<file path="src/rtl/counter_sched_pkg.sv">
// Shared types for the counter scheduler: FSM state encoding.
package counter_sched_pkg;

  typedef enum logic [1:0] {
    StIdle  = 2'd0,
    StClear = 2'd1,
    StRun   = 2'd2,
    StDone  = 2'd3
  } state_e;

endpackage

</file>
<file path="src/rtl/counter_sched_rr_arbiter.sv">
// Round-robin arbiter: picks the first requester above the last grant, wrapping to the
// lowest requester when none is above. Purely combinational; one-hot in, one-hot out.
module counter_sched_rr_arbiter
  import counter_sched_pkg::*;
#(
  parameter int unsigned NUM_REQ = 2
) (
  input  logic [NUM_REQ-1:0] i_req,
  input  logic [NUM_REQ-1:0] i_last,
  output logic [NUM_REQ-1:0] o_winner
);

  localparam logic [NUM_REQ-1:0] One = NUM_REQ'(1);

  logic [NUM_REQ-1:0] w_upto;
  logic [NUM_REQ-1:0] w_hi;
  logic [NUM_REQ-1:0] w_pool;

  // Mask off the last grant and everything below it, then isolate the lowest set bit
  always_comb begin
    w_upto   = (i_last << 1) - One;
    w_hi     = i_req & ~w_upto;
    w_pool   = (|w_hi) ? w_hi : i_req;
    o_winner = w_pool & (~w_pool + One);
  end

endmodule

</file>
<file path="src/rtl/counter_sched.sv">
// Round-robin scheduler sharing one up counter among NUM_REQ requesters.
// Optional feature: define COUNTER_SCHED_ABORT_EN to add i_abort / o_aborted.
module counter_sched
  import counter_sched_pkg::*;
#(
  parameter int unsigned NUM_REQ = 2,
  parameter int unsigned CNT_W   = 4
) (
  input  logic                     i_clk,
  input  logic                     i_reset,
  input  logic [NUM_REQ-1:0]       i_req,
  input  logic [NUM_REQ*CNT_W-1:0] i_tgt,
  output logic [NUM_REQ-1:0]       o_gnt,
  output logic [NUM_REQ-1:0]       o_done,
  output logic                     o_busy,
  output logic                     o_cnt_reset,
  output logic                     o_cnt_enable,
`ifdef COUNTER_SCHED_ABORT_EN
  input  logic                     i_abort,
  output logic                     o_aborted,
`endif
  input  logic [CNT_W-1:0]         i_cnt_value
);

  // Pointer starts on the top requester so requester 0 wins first after reset
  localparam logic [NUM_REQ-1:0] LastInit = {1'b1, {(NUM_REQ-1){1'b0}}};

  state_e             r_state;
  state_e             w_state_next;
  logic [NUM_REQ-1:0] r_gnt;
  logic [NUM_REQ-1:0] r_last;
  logic [NUM_REQ-1:0] w_winner;
  logic [CNT_W-1:0]   r_tgt;
  logic [CNT_W-1:0]   w_tgt_sel;
  logic               w_start;
  logic               w_at_tgt;
  logic               w_abort;

  counter_sched_rr_arbiter #(
    .NUM_REQ (NUM_REQ)
  ) u_arb (
    .i_req    (i_req),
    .i_last   (r_last),
    .o_winner (w_winner)
  );

  assign w_start  = (r_state == StIdle) && (|i_req);
  assign w_at_tgt = (i_cnt_value == r_tgt);

`ifdef COUNTER_SCHED_ABORT_EN
  logic r_aborted;

  assign w_abort   = i_abort && ((r_state == StClear) || (r_state == StRun));
  assign o_aborted = (r_state == StDone) && r_aborted;

  // Remember whether the current run was cut short, shown alongside done
  always_ff @(posedge i_clk) begin
    if (i_reset) begin
      r_aborted <= 1'b0;
    end else if (w_start) begin
      r_aborted <= 1'b0;
    end else if (w_abort) begin
      r_aborted <= 1'b1;
    end
  end
`else
  assign w_abort = 1'b0;
`endif

  // Select the winner's target slice for latching at grant time
  always_comb begin
    w_tgt_sel = '0;
    for (int i = 0; i < NUM_REQ; i++) begin
      if (w_winner[i]) begin
        w_tgt_sel = i_tgt[i*CNT_W +: CNT_W];
      end
    end
  end

  // FSM state register
  always_ff @(posedge i_clk) begin
    if (i_reset) begin
      r_state <= StIdle;
    end else begin
      r_state <= w_state_next;
    end
  end

  // FSM next-state logic
  always_comb begin
    w_state_next = r_state;
    unique case (r_state)
      StIdle:  if (|i_req) w_state_next = StClear;
      StClear: w_state_next = w_abort ? StDone : StRun;
      StRun:   if (w_at_tgt || w_abort) w_state_next = StDone;
      StDone:  w_state_next = StIdle;
      default: w_state_next = StIdle;
    endcase
  end

  // Grant, latched target and round-robin pointer; tgt and req are ignored once granted
  always_ff @(posedge i_clk) begin
    if (i_reset) begin
      r_gnt  <= '0;
      r_tgt  <= '0;
      r_last <= LastInit;
    end else if (w_start) begin
      r_gnt <= w_winner;
      r_tgt <= w_tgt_sel;
    end else if (r_state == StDone) begin
      r_gnt  <= '0;
      r_last <= r_gnt;
    end
  end

  // FSM outputs; cnt_reset follows block reset so the counter clears with us
  always_comb begin
    o_gnt        = r_gnt;
    o_busy       = (r_state != StIdle);
    o_cnt_reset  = i_reset | (r_state == StClear);
    o_cnt_enable = (r_state == StRun) && !w_at_tgt && !w_abort;
    o_done       = (r_state == StDone) ? r_gnt : '0;
  end

endmodule

</file>
<file path="config.mk">
export PLATFORM = sky130hd
export DESIGN_NAME = counter_sched
export DESIGN_NICKNAME = d
export VERILOG_FILES = /design/src/rtl/counter_sched_pkg.sv /design/src/rtl/counter_sched_rr_arbiter.sv /design/src/rtl/counter_sched.sv
export SDC_FILE = /design/constraint.sdc
export NUM_CORES = 1
export LEC_CHECK = 0
export ABC_AREA = 1
export BUFFER_PORTS_ARGS = -buffer_cell sky130_fd_sc_hd__buf_2
export CORE_AREA = 2 2 39 41
export DETAILED_ROUTE_END_ITERATION = 16
export DIE_AREA = 0 0 41 43
export GPL_TIMING_DRIVEN = 0
export PLACE_DENSITY = 0.74
export SLEW_MARGIN = 20
export SYNTH_ARGS = -nofsm -noshare
export SYNTH_HDL_FRONTEND = slang
export SYNTH_SLANG_ARGS = --single-unit
</file>
<file path="constraint.sdc">
create_clock -name i_clk -period 1.55 [get_ports i_clk]
set_input_delay 0.155 -clock i_clk [delete_from_list [all_inputs] [get_ports i_clk]]
set_output_delay 0.155 -clock i_clk [all_outputs]
set_load 0.1 [all_outputs]
</file>
==> out/qor.csv, run 1 <==
stage;metric;value;unit
sta;maxSlewHeadroom;0.679;
worst_setup_path;worst-setup-path-type;reg -> out;
pwr;leakagePower;0.448;nW
sta;period_share;0.959;
sta;hold_viol_final;0;
pwr;ir_drop;0.959;mV
clock_tree;cts_tree;built;
clock_tree;clk_latency;250;ps
yosys;yosysTopAreaCell;dfxtp_1;
yosys;synth_cell_type_count;17;
final_layout;final_util;0.569;
clock_tree;cts.sink_count;9;
route;drtIter0Drc;6;
floorplan;die_area;1760;um^2
route;drtPass1Iterations;4;
floorplan;core;1380;um^2
sta;fin_tns_setup;0;ps
clock_tree;cts.htree.levels;1;
place;place_congestion;0.720;
sta;fin_skew;0.696;ps
global_routing;first_global_vias;503;
hold_path;min-delay-path-class;in -> reg;
place;portBuffers;21;
route;route.antenna.remaining_nets;0;
outcome;outcome;completed;
global_routing;grt_pass1_wl;1840;um
floorplan;initial_core_util;0.430;
yosys;synthTopCellsByArea;dfxtp_1 30%, inv_1 16%, nand2_1 11%, ha_1 11%, a21oi_1 6.7%;
worst_setup_path;start_kind;register;
floorplan;die_w;41;um
worst_setup_path;endpoint_kind;output pin;
final_layout;num-nets-final;138;
final_layout;fillers;133;
sta;maxClockFrequency;0.672;GHz
yosys;synth_top_cell_area_share;0.303;
route;drc;0;
global_routing;grtUsageTotal;0.164;
clock_tree;post_cts_buffers;0;
route;wl_per_cell;8.80;um
run;maxCapViolCount;0;
sta;setup_viol;0;
yosys;synth_seq_cells;9;
sta;rsz0062_at_grt;no;
global_routing;grt_overflow;0;
yosys;synth_fp_nets;112;
yosys;ys.warnings.count;0;
yosys;synth_seq_area_share;0.303;
route;finalWirelength;1160;um
sta;fin_crit;1490;ps
place;hpwlAfterDp;934;um
sta;slew_viol_final;0;
final_layout;drive_gt1_frac;0.302;
global_routing;grt_max_degree;9;
floorplan;die_y;43;um
sta;worst_pin_slew;485;ps
floorplan;rows;14;
final_layout;mostFrequentLayoutCell;inv_1;
final_layout;final_cell_mix;25 x inv_1, 18 x nand2_1, 16 x buf_2, 8 x a21oi_1, 7 x nor2_1;
yosys;syn_inst;91;
clock_tree;numCtsBuffers;3;
clock_tree;cts_root_buf;clkbuf_4;
final_layout;n_antenna_cell;0;
worst_setup_path;critical_path_required;1390;ps
yosys;avgSynthCellArea;6.54;um^2
global_routing;antenna_found_initial;0;
route;vias_per_cell;4.48;
worst_setup_path;crit_arrival;1330;ps
worst_setup_path;cp_max_fo;5;
yosys;synth_area;596;um^2
final_layout;area_delta_synth_final;32.1;%
clock_tree;clkTransAtPathRegs;60;ps
pwr;powerDensity;1780;nW/um^2
clock_tree;max-clock-path-buffers;2;
route;routed-via-count;591;
floorplan;ios;23;
## per-layer routing
metal | wire [um] | vias up | part of all wire | track usage
met1 | 534 | 254 | 0.46 | 0.164
met5 | 0 | - | 0 | 0
li1 | - | 323 | - | -
met2 | 545 | 12 | 0.47 | 0.256
met4 | 14 | 0 | 0.012 | 0.100
met3 | 67 | 2 | 0.058 | 0.0785
## layout make-up
class	count	area, um^2	area share
Multi-Input combinational cell	55	314	0.399
Sequential cell	9	188	0.238
Timing Repair Buffer	21	138	0.175
Inverter	26	97.6	0.124
Clock buffer	4	26.3	0.0334
Tap cell	16	20.0	0.0254
Buffer	1	3.75	0.00477
## sequential cells by signal, summed over array words and instances (netlist names)
register	flops
r_state	2
r_tgt	4
r_last	1
o_gnt	2
## cells in the mapped netlist
master	n
a21oi_2	1
o21ai_2	1
inv_2	1
clkbuf_1	1
nor2_4	1
nand2_1	18
dfxtp_1	9
or2_2	1
nand2_2	1
nor2_1	7
o22ai_1	4
a21oi_4	1
inv_1	25
nand3_1	5
o21ai_0	2
ha_1	5
a21oi_1	8
## path summary, 6_finish.rpt
kind,from,to,slack (ps),cells after the start
worst max-delay path,r_state[1],o_cnt_reset,60,4
worst min-delay path,i_tgt[4],r_tgt[0],130,3
worst max register to register,r_state[0],r_tgt[2],200,7
worst min register to register,o_gnt[0],r_last[0],470,2
## critical path: stages (launching register included)
cell and delay, ps:
dfxtp_4 360, inv_1 60, ha_1 160, or2_2 310, buf_8 180
## report_power, final
part           switching, W  total, W  internal (W)  leakage (nW)
clock network     0.0000771  0.000176     0.0000989        0.0150
logic              0.000610  0.000870      0.000260         0.358
registers         0.0000497  0.000358      0.000308        0.0757
total              0.000737   0.00140      0.000666         0.448
## cells by family (layout without fill, tap and decap cells)
kind of cell               after synthesis  in the layout  share of synthesized area
DFF                                      9              9                      0.303
adders and majority gates                5              5                      0.105
and+or+nand+nor                         33             33                      0.240
buffers and inverters                   27             52                      0.170
AOI/OAI and AO/OA                       17             17                      0.183
## what timing repair did
item	in CTS	in global routing
hold buffers	0	0
endpoints found under the setup margin	5	5
cloned	0	0
gates resized for setup	5	8
pin swaps	0	0
## through the flow
step | area [um^2] | power [W] | instances | hold slack (ps) | setup WS [ps]
floorplan | 598 | 0.00102 | 91 | 296 | 35.8
global placement | 723 | 0.00114 | 128 | 383 | 138
detailed placement | 723 | 0.00115 | 128 | 393 | 118
CTS | 762 | 0.00137 | 132 | 120 | 1.26
global route | 787 | 0.00150 | 132 | 126 | 7.20
finish | 787 | 0.00140 | 132 | 126 | 62.9
Power figures use the tool's default switching activity.
==> run 2, diff against run 1 <==
PLACE_DENSITY = 0.71   (was 0.74)
SLEW_MARGIN = 15   (was 20)
==> run 2 against run 1 <==
Against the previous run: global-route usage is 1.9 points lower; power is 2.3% higher; critical path depth stayed put; die area stayed put; core utilization is 0.81 points higher; worst setup slack better by 52 ps; sequential power hardly changed; final cell count stayed put; clock skew is 2.7 ps higher; cell area is 1.4% higher; register-to-register slack hardly changed; sequential share of layout area is 0.34 points lower; largest cell class unchanged; largest power group unchanged.
==> out/qor.csv, run 2 (same netlist as run 1, synthesis figures left out) <==
stage;metric;value;unit
sta;fin_skew;3.42;ps
worst_setup_path;r2r_start;r_state[0];
worst_setup_path;worst-setup-path-type;reg -> out;
final_layout;n_antenna_cell;0;
clock_tree;max-clock-path-buffers;2;
place;placed_cells;128;
final_layout;mostFrequentLayoutCell;inv_1;
worst_setup_path;crit_end;o_busy;
pwr;powerDensity;1800;nW/um^2
sta;slew_viol_final;0;
clock_tree;cts.sink_count;9;
sta;setup_ws;115;ps
floorplan;ios;23;
final_layout;largest_reg_flops;4;
global_routing;grt_overflow;0;
floorplan;die_y;43;um
floorplan;initial_core_util;0.430;
sta;maxClockFrequency;0.697;GHz
place;hpwlAfterDp;954;um
clock_tree;cts_tree;built;
clock_tree;post_cts_buffers;0;
global_routing;grt_max_degree;9;
floorplan;core;1380;um^2
worst_setup_path;reg2reg_depth;7;
clock_tree;clk_latency;260;ps
final_layout;final_cell_mix;25 x inv_1, 18 x nand2_1, 16 x buf_2, 8 x a21oi_1, 7 x nor2_1;
place;portBuffers;21;
global_routing;grtUsageTotal;0.145;
final_layout;num-nets-final;138;
global_routing;first_global_vias;449;
hold_path;min-delay-path-class;in -> reg;
worst_setup_path;critical_path_required;1390;ps
clock_tree;cts_root_buf;clkbuf_4;
global_routing;antenna_found_initial;0;
final_layout;top_register;r_tgt;
worst_setup_path;crit_arrival;1280;ps
route;route.antenna.remaining_nets;0;
hold_path;worstHoldStart;i_tgt[5];
pwr;power;0.00144;W
route;routed-via-count;605;
worst_setup_path;endpoint_kind;output pin;
route;drtIter0Drc;5;
floorplan;die_w;41;um
worst_setup_path;critPathTopFamily;buffers and inverters;
worst_setup_path;crit_chain;inv_1, ha_1, inv_2, buf_12;
outcome;outcome;completed;
sta;period_share;0.926;
final_layout;area_delta_synth_final;34.0;%
worst_setup_path;reg2reg_slack;190;ps
sta;fin_crit;1440;ps
route;vias_per_cell;4.58;
sta;hold_viol_final;0;
floorplan;rows;14;
global_routing;grt_pass1_wl;1750;um
sta;maxSlewHeadroom;0.678;
run;maxCapViolCount;0;
pwr;ir_drop;1.14;mV
worst_setup_path;slowest_delay;350;ps
sta;fin_tns_setup;0;ps
final_layout;final_util;0.577;
place;dpl_worst_slack;125;ps
sta;worst_pin_slew;487;ps
place;place_congestion;0.741;
sta;rsz0062_at_grt;no;
route;wl_per_cell;9.21;um
worst_setup_path;worst-path-stages;4;
clock_tree;clkTransAtPathRegs;60;ps
pwr;leakagePower;0.452;nW
route;drtPass1Iterations;4;
worst_setup_path;start_kind;register;
sta;setup_viol;0;
floorplan;die_area;1760;um^2
clock_tree;cts.htree.levels;1;
worst_setup_path;cp_max_fo;4;
worst_setup_path;worst-path-buf-inv;3;
worst_setup_path;cp-startpoint;r_state[0];
worst_setup_path;r2r-end;r_tgt[0];
route;drc;0;
route;finalWirelength;1220;um
clock_tree;numCtsBuffers;3;
final_layout;drive_gt1_frac;0.302;
final_layout;stdcell_count;132;
worst_setup_path;worst_path_max_delay_cell;dfxtp_2;
run 2: cell count changes in the layout (fill, tap and decap cells not counted):
cell / before / now
buf_8: 1 / 0
buf_6: 0 / 1
buf_4: 1 / 0
or2_4: 0 / 1
or2_2: 1 / 0
buf_12: 1 / 2
run 2: final cells by class:
| cell class | count | area [um^2] |
|---|---|---|
| fill | 137 | 586 |
| multi-input combinational | 55 | 317 |
| sequential | 9 | 188 |
| timing repair buffer | 21 | 146 |
| inverter | 26 | 97.6 |
| clock buffer | 4 | 26.3 |
| tap | 16 | 20.0 |
| buffer | 1 | 3.75 |
run 2: report_power, final:
part	total, W	internal [W]	leakage (nW)	switching (W)
Sequential	0.000361	0.000308	0.0757	0.0000528
Combinational	0.000896	0.000278	0.362	0.000618
Clock	0.000179	0.0000991	0.0150	0.0000802
run 2: what timing repair did:
item / in CTS / in global routing
gates resized for setup: 5 / 11
hold buffers: 0 / 0
pin swaps: 0 / 0
setup endpoints to repair: 3 / 5
run 2: worst reg2reg max path: stages, from the launching register on:
cell,delay [ps]
dfxtp_2,340
inv_1,110
ha_1,230
inv_2,100
a21oi_4,190
o22ai_1,100
a21oi_1,130
nor2_1,50
run 2: worst min-delay path by stage:
stage	to	slack (ps)	cells after the start
finish	r_tgt[1]	120	3
global route	r_tgt[2]	130	3
CTS	r_tgt[1]	130	3
detailed placement	r_tgt[1]	390	3
global placement	r_tgt[3]	380	3
floorplan	r_tgt[0]	300	2
run 2: layer usage:
| metal | up-vias | share of wire | track usage |
|---|---|---|---|
| li1 | 326 | - | - |
| met1 | 257 | 0.45 | 0.178 |
| met2 | 17 | 0.48 | 0.231 |
| met3 | 5 | 0.056 | 0.0314 |
| met4 | 0 | 0.016 | 0.0600 |
| met5 | - | 0 | 0 |
run 2: metrics by stage:
| step | hold WS (ps) | cell area (um^2) |
|---|---|---|
| after global routing | 127 | 798 |
| final | 124 | 798 |
| after global placement | 383 | 723 |
| after floorplan | 296 | 598 |
| after CTS | 125 | 762 |
| after detailed placement | 394 | 723 |
